$ cat config.mk
export PLATFORM = sky130hd
export DESIGN_NAME = gpio_pad_ctrl
export DESIGN_NICKNAME = d
export VERILOG_FILES = /design/src/rtl/gpio_pad_ctrl_pkg.sv /design/src/rtl/gpio_pin_filter.sv /design/src/rtl/gpio_pad_ctrl.sv
export SDC_FILE = /design/constraint.sdc
export NUM_CORES = 1
export LEC_CHECK = 0
export ABC_AREA = 1
export CORE_ASPECT_RATIO = 0.5
export CORE_MARGIN = 2
export CORE_UTILIZATION = 50
export CTS_CLUSTER_DIAMETER = 150
export DETAILED_ROUTE_END_ITERATION = 12
export GPL_TIMING_DRIVEN = 1
export HOLD_SLACK_MARGIN = 0.06
export PLACE_DENSITY = 0.67
export SYNTH_ARGS = -nofsm -noshare
export SYNTH_HDL_FRONTEND = slang
export SYNTH_SLANG_ARGS = --single-unit
$ cat constraint.sdc
create_clock -name clk -period 2.85 [get_ports clk]
set_input_delay 0.57 -clock clk [delete_from_list [all_inputs] [get_ports clk]]
set_output_delay 0.57 -clock clk [all_outputs]
set_load 0.02 [all_outputs]
$ cat src/rtl/gpio_pad_ctrl_pkg.sv
// Shared constants for the GPIO pad controller: register map and default sizing.
package gpio_pad_ctrl_pkg;

  localparam int DEFAULT_WIDTH         = 8;
  localparam int DEFAULT_FILTER_CYCLES = 4;

  localparam logic [2:0] ADDR_OUT     = 3'd0;
  localparam logic [2:0] ADDR_OE      = 3'd1;
  localparam logic [2:0] ADDR_IN      = 3'd2;
  localparam logic [2:0] ADDR_RISE_IE = 3'd3;
  localparam logic [2:0] ADDR_FALL_IE = 3'd4;
  localparam logic [2:0] ADDR_PEND    = 3'd5;

endpackage

$ cat src/rtl/gpio_pin_filter.sv
// One pad input: 2-flop synchronizer, glitch filter and registered edge pulses.
// rise/fall are high for one cycle, the cycle in which filt first shows its new value.
module gpio_pin_filter
  import gpio_pad_ctrl_pkg::*;
#(
  parameter int FILTER_CYCLES = DEFAULT_FILTER_CYCLES
) (
  input  logic clk,
  input  logic reset_n,
  input  logic pin,
  output logic filt,
  output logic rise,
  output logic fall
);

  localparam logic [7:0] CNT_LAST = 8'(FILTER_CYCLES - 1);

  logic       sync_meta_reg;
  logic       sync_reg;
  logic       filt_reg;
  logic [7:0] cnt_reg;
  logic       rise_reg;
  logic       fall_reg;
  logic       accept;

  // The synchronized value has differed for FILTER_CYCLES consecutive cycles
  assign accept = (sync_reg != filt_reg) && (cnt_reg == CNT_LAST);

  always_ff @(posedge clk or negedge reset_n) begin
    if (!reset_n) begin
      sync_meta_reg <= 1'b0;
      sync_reg      <= 1'b0;
    end else begin
      sync_meta_reg <= pin;
      sync_reg      <= sync_meta_reg;
    end
  end

  always_ff @(posedge clk or negedge reset_n) begin
    if (!reset_n) begin
      filt_reg <= 1'b0;
      cnt_reg  <= 8'd0;
      rise_reg <= 1'b0;
      fall_reg <= 1'b0;
    end else begin
      rise_reg <= accept & sync_reg;
      fall_reg <= accept & ~sync_reg;
      if (sync_reg == filt_reg) begin
        cnt_reg <= 8'd0;
      end else if (accept) begin
        filt_reg <= sync_reg;
        cnt_reg  <= 8'd0;
      end else begin
        cnt_reg <= cnt_reg + 8'd1;
      end
    end
  end

  assign filt = filt_reg;
  assign rise = rise_reg;
  assign fall = fall_reg;

endmodule

$ cat src/rtl/gpio_pad_ctrl.sv
// GPIO pad controller: register file, filtered pad inputs, edge-pending bits and level irq.
module gpio_pad_ctrl
  import gpio_pad_ctrl_pkg::*;
#(
  parameter int WIDTH         = DEFAULT_WIDTH,
  parameter int FILTER_CYCLES = DEFAULT_FILTER_CYCLES
) (
  input  logic             clk,
  input  logic             reset_n,
  output logic [WIDTH-1:0] c2p,
  output logic [WIDTH-1:0] c2p_en,
  input  logic [WIDTH-1:0] p2c,
  input  logic             wr_en,
  input  logic             rd_en,
  input  logic [2:0]       addr,
  input  logic [WIDTH-1:0] wdata,
  output logic [WIDTH-1:0] rdata,
  output logic             irq
);

  logic [WIDTH-1:0] out_reg;
  logic [WIDTH-1:0] oe_reg;
  logic [WIDTH-1:0] rise_ie_reg;
  logic [WIDTH-1:0] fall_ie_reg;
  logic [WIDTH-1:0] pend_reg;
  logic [WIDTH-1:0] pend_next;
  logic [WIDTH-1:0] pend_clr;
  logic [WIDTH-1:0] rdata_reg;
  logic [WIDTH-1:0] read_mux;
  logic             irq_reg;
  logic [WIDTH-1:0] filt;
  logic [WIDTH-1:0] rise;
  logic [WIDTH-1:0] fall;

  for (genvar gi = 0; gi < WIDTH; gi++) begin : g_pin
    gpio_pin_filter #(
      .FILTER_CYCLES(FILTER_CYCLES)
    ) u_filter (
      .clk    (clk),
      .reset_n(reset_n),
      .pin    (p2c[gi]),
      .filt   (filt[gi]),
      .rise   (rise[gi]),
      .fall   (fall[gi])
    );
  end

  always_ff @(posedge clk or negedge reset_n) begin
    if (!reset_n) begin
      out_reg     <= '0;
      oe_reg      <= '0;
      rise_ie_reg <= '0;
      fall_ie_reg <= '0;
    end else if (wr_en) begin
      case (addr)
        ADDR_OUT:     out_reg     <= wdata;
        ADDR_OE:      oe_reg      <= wdata;
        ADDR_RISE_IE: rise_ie_reg <= wdata;
        ADDR_FALL_IE: fall_ie_reg <= wdata;
        default: ;
      endcase
    end
  end

  // A new edge in the same cycle as its write-1-to-clear keeps the bit set
  assign pend_clr  = (wr_en && addr == ADDR_PEND) ? wdata : '0;
  assign pend_next = (pend_reg & ~pend_clr) | (rise & rise_ie_reg) | (fall & fall_ie_reg);

  always_comb begin
    read_mux = '0;
    case (addr)
      ADDR_OUT:     read_mux = out_reg;
      ADDR_OE:      read_mux = oe_reg;
      ADDR_IN:      read_mux = filt;
      ADDR_RISE_IE: read_mux = rise_ie_reg;
      ADDR_FALL_IE: read_mux = fall_ie_reg;
      ADDR_PEND:    read_mux = pend_reg;
      default:      read_mux = '0;
    endcase
  end

  always_ff @(posedge clk or negedge reset_n) begin
    if (!reset_n) begin
      pend_reg  <= '0;
      irq_reg   <= 1'b0;
      rdata_reg <= '0;
    end else begin
      pend_reg <= pend_next;
      irq_reg  <= |pend_reg;
      if (rd_en) begin
        rdata_reg <= read_mux;
      end
    end
  end

  assign c2p    = out_reg;
  assign c2p_en = oe_reg;
  assign rdata  = rdata_reg;
  assign irq    = irq_reg;

endmodule
# After elaboration in Yosys (flattened, before gate mapping)
# Index checks and enable logic that the tools add are counted.
# word_totals
elab_cells	171
output_inout_bits	25
inputBits	23
regBits	153
# classes
eq_ne	29
mux	18
add_sub_neg	8
reduce_logical	23
bitwise	38
# ops
operator	n
$mux 8	17
$add 8x1->8 const B	8
$eq 8x2->1 const B	8
$pmux 8 s6	1
$and 8x8->8	3
$reduce_and 2->1	12
$and 1x1->1	16
$not 1->1	16
$or 8x8->8	2
$logic_and 1x1->1	9
$eq 1x1->1	8
$ne 1x1->1	8
$not 8->8	1
$reduce_or 8->1	1
$eq 3x2->1 const B	2
$eq 3x3->1 const B	2
$eq 3x1->1 const B	1
$logic_not 3->1	1

# Logic depth before layout (Yosys ltp)
# Gate-level depths: netlist of run 1.
# logic_depth
word_depth	7
ltp_mapped	7

# Hierarchy
# Synthesis of run 1 repeated with hierarchy kept, for this count alone.
# unflattened
cells_unflattened	940
area_unflattened_um2	7578.5
# modules_own_cells
mod	seq_area_each_um2	n_inst	cells_each	area_per_inst_um2
gpio_pin_filter (g_pin[0].u_filter ...)	325.3	7	81	634.4
gpio_pad_ctrl	1226.2	1	296	2516.2
gpio_pin_filter (g_pin[7].u_filter)	325.3	1	77	621.8

# Worst setup path after synthesis of run 1
# No wires, ideal clock.
# synth_timing
path_type	input to register
start	in addr[1]
end	reg out_reg[3] (netlist: c2p[3])
slack_ns	1.348
t_required_ns	2.723
arrival_ns	1.375
setup_time_ns	0.127
path_stages	6
path_cell_list	buf_4 nor2_4 nand3_1 buf_2 nand2_1 o21ai_0
# synth_via
elab_chain_len	2
# synth_lines
element	line_no	rtl
start: declaration	gpio_pad_ctrl.sv:15	input logic [2:0] addr,
$logic_not 3->1	gpio_pad_ctrl.sv:55	case (addr)
$reduce_and 2->1 (no source line)	n/a	
end signal: assignment	gpio_pad_ctrl.sv:56	ADDR_OUT: out_reg <= wdata;
end: declaration	gpio_pad_ctrl.sv:21	logic [WIDTH-1:0] out_reg;
# Every way passes these cells.
# A chain may end at the register's enable or synchronous reset.

# Worst setup path after layout of run 1
# layout_timing
start	in addr[1]
end	reg out_reg[5] (netlist: c2p[5])
# The elaborated chain is that of the path after synthesis.

==> run_results.csv, run 1 <==
group,metric,value,unit
routing,post_drt_wl_per_cell,13.8,um
timing,rsz0062_at_grt,"no",
timing,worst-slew-pin-transition,661,ps
clock_tree,clock-sinks,153,
timing,max_freq,441,MHz
timing,skew,9.62,ps
floorplan,die_y,85.1,um
grt,antenna_found_initial,0,
logic_synthesis,synth_warnings,0,
cells_and_area,drive_gt1_share,5.12,%
logic_synthesis,synthFlopType,"dfrtp_1",
clock_tree,clk_path_buf_depth,2,
setup_path,critPathMaxStageDelay,630,ps
setup_path,cp.required,3150,ps
routing,drt_iter0_markers,308,
timing,setup_tns,0,ps
grt,grt_pass1_vias,4690,
setup_path,cp_slowest_cell,"clkdlybuf4s50_1",
setup_path,path_cells,"clkdlybuf4s50_1 > nor2_4 > nand3_1 > o21ai_0",
grt,track_usage,20.8,%
grt,grt_max_degree,62,
power,p_leak,3.67,nW
floorplan,initial_utilization,51.6,%
clock_tree,clk_pin_slew,60,ps
routing,totalWireLength,13400,um
timing,max_slew_margin,55.8,%
routing,first_pass_iters,4,
floorplan,fp.coreArea,12700,um^2
floorplan,placementRows,29,
cells_and_area,area_delta_synth_final,18.7,%
setup_path,worst_setup_path_end_kind,"flip-flop",
place,placed_area,7280,um^2
clock_tree,cts.htree.levels,4,
outcome,status,"complete, no violations",
timing,finalCriticalPeriod,2270,ps
logic_synthesis,synthTopCellsByCount,"153 x dfrtp_1, 137 x nand2_1, 123 x nor2_1, 67 x nand3_1, 61 x inv_1",
run,cap_violations,0,
power,ir_drop,0.000383,V
setup_path,startpoint,"addr[1]",
setup_path,cp_max_fo,16,
logic_synthesis,async_reset_ff_share,100,%
grt,grt-ovfl-total,0,
clock_tree,postCtsHoldBufs,0,
power,power_density,778,nW/um^2
logic_synthesis,synth_top_area_share,58.2,%
timing,setup_viol,0,
routing,drcViolationCount,0,
floorplan,dieArea,14100,um^2
logic_synthesis,syn_avg_cell_area,8.98,um^2
logic_synthesis,postSynthCellCount,732,
logic_synthesis,synth_nets,763,
logic_synthesis,yosysSeqAreaShare,58.2,%
logic_synthesis,synth_edf_count,0,
clock_tree,cts_buffers,17,
logic_synthesis,yosys.area.top_type,"dfrtp_1",
place,gp_congestion,0.828,
clock_tree,clockRootBuffer,"clkbuf_16",
logic_synthesis,synth_cell_types,25,
setup_path,worstPathArrival,2560,ps
clock_tree,cts_tree,"yes",
logic_synthesis,synth_seq_cells,153,
setup_path,worstSetupPathType,"in2reg",
place,dp_slack,323,ps
timing,final_max_slew_viol_count,0,
floorplan,ios,48,
hold_path,min_path_type,"in2async",
place,dp_hpwl,9370,um
cells_and_area,design_area,7800,um^2
logic_synthesis,syn-cell-area,6570,um^2
logic_synthesis,synth.most_common_cell,"dfrtp_1",
timing,finalWorstSetupSlack,585,ps
clock_tree,cts_setup_buffers,0,
cells_and_area,largest_reg_flops,64,
timing,hold_viol,0,
setup_path,startpoint_type,"input port",
routing,via_count,4905,
cells_and_area,nets,822,
setup_path,r2r_start,"g_pin[1].u_filter.filt",
clock_tree,cts_resized,0,
cells_and_area,antenna_cells,0,
logic_synthesis,ys_top_cells_by_area,"dfrtp_1 58%, nand2_1 7.8%, nor2_1 7.0%, nand3_1 5.1%, xor2_1 3.7%",
cells_and_area,nFillCells,1048,
routing,ant_nets,0,
routing,vias_per_cell,5.05,
timing,period_share,79.5,%
clock_tree,clk_latency,420,ps
place,numPortBuffers,47,
floorplan,die_w,166,um
grt,grt_pass1_wl,23200,um
## routing by layer
metal	part of all wire [%]	vias up	GRT usage, %
li1	-	2501	-
met1	51	2314	29.9
met2	45	78	31.4
met3	4.1	12	5.60
met4	0.77	0	6.01
met5	0	-	0
## per-stage QoR
step	std cells	utilization, %	power [W]	hold slack [ps]
final	971	61.3	0.00607	133
after global routing	971	61.3	0.00646	169
after CTS	971	61.3	0.00613	146
after detailed placement	942	57.1	0.00407	336
after global placement	942	57.1	0.00403	336
after floorplan	732	-	0.00357	274
## worst max-delay path, delay by kind of cell
kind | cells | cell delay (ps)
and+or+nand+nor | 2 | 890
buffers and inverters | 1 | 630
AOI/OAI and AO/OA | 1 | 460
## logic make-up after synthesis
family / Yosys count / synth area share, %
AOI/OAI and AO/OA: 59 / 4.49
xor gates and xnor gates: 36 / 4.80
adders and majority gates: 8 / 1.52
buffers and inverters: 79 / 4.72
DFF: 153 / 58.2
and+or+nand+nor: 397 / 26.2
## final cells by class
type	count	area [um^2]	area share [%]
well taps	170	213	2.73
clock inverters	9	78.8	1.01
multi-input cells	500	2430	31.2
repair buffers	56	564	7.23
flip-flops and latches	153	3830	49.1
clock buffers	20	447	5.72
inverters	63	236	3.03
## worst paths after layout
check,depth (start not counted),endpoint,slack [ps]
min,1,g_pin[3].u_filter.cnt_reg[7],130
min reg2reg,0,g_pin[4].u_filter.sync_reg,350
max in group asynchronous,2,fall_ie_reg[2],2040
max,4,c2p[5],580
min in group clk,0,g_pin[4].u_filter.sync_reg,350
max reg2reg,4,g_pin[1].u_filter.cnt_reg[0],1490
## report_power, final
part	switching (W)	internal (W)	total, W
sequential	0.000356	0.00254	0.00290
combinational	0.000675	0.000463	0.00114
clock	0.000833	0.00120	0.00203
## cells in the final DEF, fill, tap and decap left out, types with 2 or more instances in the layout
cell             instances
clkbuf_1                 2
clkdlybuf4s50_1         46
nand3b_1                 2
nor4_1                   2
nand2_1                137
inv_1                   61
o21ai_0                 42
nor2_4                   2
a21oi_1                  9
nor2_1                 123
o21ai_1                  8
xnor2_1                  8
xor2_1                  28
buf_12                   2
nand3_1                 67
ha_1                     8
clkinvlp_4               2
buf_4                    7
nor3_1                  34
clkinv_2                 5
clkbuf_16               17
dfrtp_1                153
nand4_1                 27
Power figures use the tool's default switching activity.
==> run 2: changes to the inputs <==
clock period = 2.26 ns   (was 2.85 ns; I/O delays follow)
==> run 2 against run 1 <==
Compared with the run above: flip-flop and latch count is the same; non-clock buffer count increased by 9; worst setup slack worse by 220 ps; sequential power up 26%; cell area is 1.7% higher; largest cell class unchanged.
==> run_results.csv, run 2 (same netlist as run 1, synthesis figures left out) <==
group,metric,value,unit
cells_and_area,area_delta_synth_final,20.8,%
floorplan,fp.coreArea,12700,um^2
grt,antenna_found_initial,0,
run,cap_violations,0,
routing,ant_nets,0,
place,placed_area,7340,um^2
cells_and_area,nets,831,
grt,grt-ovfl-total,0,
timing,rsz0062_at_grt,"no",
outcome,status,"complete, no violations",
place,dp_hpwl,9400,um
timing,holdWs,344,ps
grt,grt_pass1_wl,23400,um
floorplan,die_w,166,um
cells_and_area,final_cell_mix,"153 x dfrtp_1, 137 x nand2_1, 123 x nor2_1, 67 x nand3_1, 61 x inv_1",
hold_path,min_path_type,"reg2reg",
timing,setup_viol,0,
power,power_density,999,nW/um^2
grt,grt_max_degree,54,
routing,vias_per_cell,5.18,
clock_tree,cts.htree.levels,4,
clock_tree,clockRootBuffer,"clkbuf_16",
timing,hold_viol,0,
clock_tree,clk_pin_slew,60,ps
routing,post_drt_wl_per_cell,13.9,um
setup_path,path_depth,1,
setup_path,worst_setup_path_end_kind,"primary output",
grt,track_usage,20.7,%
timing,setup_tns,0,ps
floorplan,dieArea,14100,um^2
timing,period_share,84.0,%
timing,max_slew_margin,67.2,%
floorplan,die_y,85.1,um
routing,totalWireLength,13600,um
setup_path,worstSetupPathType,"reg2out",
setup_path,worstPathArrival,1450,ps
routing,via_count,5089,
routing,drt_iter0_markers,489,
timing,finalWorstSetupSlack,362,ps
floorplan,placementRows,29,
place,numPortBuffers,47,
cells_and_area,design_area,7940,um^2
grt,grt_pass1_vias,4797,
power,p_leak,3.74,nW
timing,final_max_slew_viol_count,0,
timing,worst-slew-pin-transition,493,ps
setup_path,cp.required,1810,ps
setup_path,crit_buf_inv,1,
clock_tree,clock-sinks,153,
cells_and_area,drive_gt1_share,6.64,%
cells_and_area,antenna_cells,0,
cells_and_area,final_common_cell,"dfrtp_1",
clock_tree,cts_buffers,17,
routing,first_pass_iters,5,
power,ir_drop,0.000502,V
timing,finalCriticalPeriod,1900,ps
cells_and_area,largest_reg_flops,64,
place,dp_slack,251,ps
setup_path,path_cells,"clkdlybuf4s50_1",
setup_path,rr_worst_depth,6,
setup_path,critical_path.top_delay_family,"buffers and inverters",
clock_tree,cts_setup_buffers,0,
setup_path,critPathMaxStageDelay,630,ps
timing,skew,7.24,ps
clock_tree,clk_latency,410,ps
floorplan,ios,48,
clock_tree,clk_path_buf_depth,2,
setup_path,startpoint_type,"flip-flop",
clock_tree,cts_tree,"yes",
cells_and_area,nFillCells,1041,
floorplan,initial_utilization,51.6,%
routing,drcViolationCount,0,
timing,max_freq,527,MHz
setup_path,cp_max_fo,3,
hold_path,hold_depth,0,
place,gp_congestion,0.832,
cells_and_area,final_util,62.3,%
setup_path,cp_slowest_cell,"clkdlybuf4s50_1",
run 2: path summary, 6_finish.rpt:
check / start / to / slack (ps)
worst min-delay path: g_pin[2].u_filter.sync_meta_reg / g_pin[2].u_filter.sync_reg / 340
max in group asynchronous: reset_n / pend_reg[7] / 1100
worst max-delay path: c2p_en[4] / c2p_en[4] / 360
worst max register to register: g_pin[5].u_filter.cnt_reg[0] / g_pin[5].u_filter.cnt_reg[1] / 920
min in group asynchronous: reset_n / g_pin[3].u_filter.cnt_reg[7] / 550
worst min register to register: g_pin[2].u_filter.sync_meta_reg / g_pin[2].u_filter.sync_reg / 340
run 2: metal layers:
layer	global-route usage, %	share of wire [%]	vias up
met4	6.48	1.5	0
met3	4.24	5.2	27
li1	-	-	2532
met2	32.0	44	141
met1	29.8	49	2389
met5	0	0	-
run 2: what timing repair did:
action,CTS,global route
resized for setup,0,0
hold buffers,1,0
endpoints found under the hold margin,49,0
endpoints found under the setup margin,0,0
run 2: cell type report:
type | instances | area [um^2] | share of cell area (%)
Clock buffer | 17 | 425 | 5.36
Clock inverter | 15 | 166 | 2.10
Inverter | 63 | 236 | 2.98
Multi-Input combinational cell | 500 | 2430 | 30.7
Sequential cell | 153 | 3830 | 48.2
Tap cell | 170 | 213 | 2.68
Timing Repair Buffer | 65 | 634 | 7.99
run 2: power by group:
part	switching, W	internal (W)
registers	0.000446	0.00321
logic	0.000853	0.000591
clock network	0.00118	0.00165
run 2: through the flow:
step                      instances  total power, W
after floorplan                 732         0.00451
after global placement          950         0.00508
after detailed placement        950         0.00513
after CTS                       983         0.00800
after global routing            983         0.00841
final                           983         0.00793
==> run 3: changes to the inputs <==
PLACE_DENSITY = 0.69   (was 0.67)
clock period = 1.6 ns   (was 2.26 ns; I/O delays follow)
==> run 3 against run 2 <==
Compared with the run above: sequential share of layout area fell by 1.0 points; die area did not move; critical path type unchanged; critical endpoint is now c2p_en[3]; largest power group unchanged; sequential power rose by 41%; combinational power rose by 42%; cell count rose by 1.6%.
==> run_results.csv, run 3 (same netlist as run 1, synthesis figures left out) <==
group,metric,value,unit
setup_path,r2r_start,"g_pin[5].u_filter.cnt_reg[0]",
routing,drcViolationCount,0,
timing,max_freq,667,MHz
cells_and_area,drive_gt1_share,8.20,%
floorplan,die_w,166,um
floorplan,placementRows,29,
clock_tree,cts.htree.levels,4,
setup_path,startpoint,"c2p_en[3]",
setup_path,crit_path_end,"c2p_en[3]",
timing,rsz0062_at_grt,"no",
routing,ant_nets,0,
timing,max_slew_margin,74.7,%
cells_and_area,nets,848,
routing,post_drt_wl_per_cell,14.2,um
routing,vias_per_cell,5.14,
place,dp_cells,967,
power,power_density,1420,nW/um^2
clock_tree,cts_buffers,17,
clock_tree,cts_setup_buffers,0,
timing,setup_tns,0,ps
cells_and_area,fin_cells,999,
clock_tree,clk_latency,420,ps
setup_path,cp_max_fo,3,
grt,grt-ovfl-total,0,
setup_path,critical_path.top_delay_family,"flip-flops",
timing,final_max_slew_viol_count,0,
floorplan,ios,48,
hold_path,min_path_type,"in2reg",
cells_and_area,design_area,8110,um^2
timing,hold_viol,0,
clock_tree,cts_tree,"yes",
grt,antenna_found_initial,0,
hold_path,min_from,"p2c[5]",
grt,grt_pass1_vias,4974,
grt,grt_max_degree,41,
setup_path,crit_buf_inv,1,
place,numPortBuffers,47,
setup_path,path_cells,"dlygate4sd2_1",
floorplan,dieArea,14100,um^2
setup_path,worstPathArrival,1180,ps
setup_path,cp_slowest_cell,"dfrtp_1",
power,ir_drop,0.000664,V
cells_and_area,antenna_cells,0,
routing,first_pass_iters,4,
cells_and_area,area_delta_synth_final,23.4,%
hold_path,hold_depth,1,
power,p_leak,3.91,nW
routing,totalWireLength,14200,um
clock_tree,clk_pin_slew,60,ps
setup_path,startpoint_type,"flip-flop",
clock_tree,clock-sinks,153,
timing,worst-slew-pin-transition,376,ps
grt,track_usage,21.5,%
cells_and_area,final_common_cell,"dfrtp_1",
timing,finalCriticalPeriod,1500,ps
setup_path,r2r-end,"g_pin[5].u_filter.cnt_reg[1]",
floorplan,fp.coreArea,12700,um^2
place,dp_hpwl,9730,um
floorplan,die_y,85.1,um
routing,via_count,5132,
setup_path,path_depth,1,
clock_tree,clockRootBuffer,"clkbuf_16",
setup_path,cp.required,1280,ps
cells_and_area,final_cell_mix,"153 x dfrtp_1, 137 x nand2_1, 123 x nor2_1, 67 x nand3_1, 61 x inv_1",
place,gp_congestion,0.839,
outcome,status,"complete, no violations",
cells_and_area,largest_reg_flops,64,
place,placed_area,7500,um^2
setup_path,critPathMaxStageDelay,410,ps
routing,drt_iter0_markers,377,
setup_path,rr_worst_depth,6,
setup_path,worstSetupPathType,"reg2out",
timing,skew,13.6,ps
clock_tree,clk_path_buf_depth,2,
timing,setup_viol,0,
setup_path,worst_setup_path_end_kind,"primary output",
floorplan,initial_utilization,51.6,%
run,cap_violations,0,
grt,grt_pass1_wl,24100,um
setup_path,r2r_slack,250,ps
timing,period_share,93.7,%
-- run 3: cell types whose count changed in the layout (fill, tap and decap cells not counted) --
cell / change
inv_8: -1
clkbuf_1: +2
bufinv_16: +3
inv_6: -4
dlygate4sd2_1: +25
clkdlybuf4s50_1: -25
clkinv_2: +1
clkinvlp_4: -1
buf_4: +14
clkinv_4: -1
buf_12: +3
-- run 3: where the power goes --
part	internal, W	leakage, nW	switching (W)
logic	0.000787	1.61	0.00125
registers	0.00453	1.99	0.000622
clock network	0.00276	0.307	0.00156
-- run 3: layout make-up --
| type | count | area (um^2) |
|---|---|---|
| Fill cell | 1053 | 4620 |
| Tap cell | 170 | 213 |
| Inverter | 63 | 236 |
| Clock inverter | 12 | 199 |
| Timing Repair Buffer | 82 | 768 |
| Sequential cell | 153 | 3830 |
| Multi-Input combinational cell | 500 | 2430 |
| Clock buffer | 19 | 433 |
-- run 3: worst min-delay path by stage --
stage	end	slack (ps)
after floorplan	c2p[0]	20
after global placement	g_pin[6].u_filter.cnt_reg[0]	240
after detailed placement	g_pin[6].u_filter.cnt_reg[1]	240
after CTS	g_pin[6].u_filter.sync_meta_reg	330
after global routing	g_pin[5].u_filter.sync_meta_reg	330
final	g_pin[5].u_filter.sync_meta_reg	340
-- run 3: timing repair --
action / in CTS / in global routing
setup endpoints to repair: 25 / 0
hold buffers: 1 / 0
hold endpoints to repair: 29 / 0
resized for setup: 25 / 0
-- run 3: metal layers --
| metal | vias to the layer above | wire length, um | track usage (%) | part of all wire [%] |
|---|---|---|---|---|
| li1 | 2552 | - | - | - |
| met1 | 2451 | 6830 | 29.6 | 48 |
| met2 | 107 | 6570 | 34.4 | 46 |
| met3 | 22 | 525 | 4.99 | 3.7 |
| met4 | 0 | 233 | 6.72 | 1.6 |
| met5 | - | 0 | 0 | 0 |
-- run 3: stage by stage --
step | hold slack (ps) | util (%) | setup WS, ps | power, W
2_1_floorplan | 24.4 | - | 348 | 0.00637
3_3_place_gp | 237 | 58.9 | -148 | 0.00721
3_5_place_dp | 237 | 58.9 | -192 | 0.00730
4_1_cts | 334 | 63.7 | 89.2 | 0.0116
5_1_grt | 326 | 63.7 | 60.2 | 0.0121
6_report | 344 | 63.7 | 101 | 0.0115
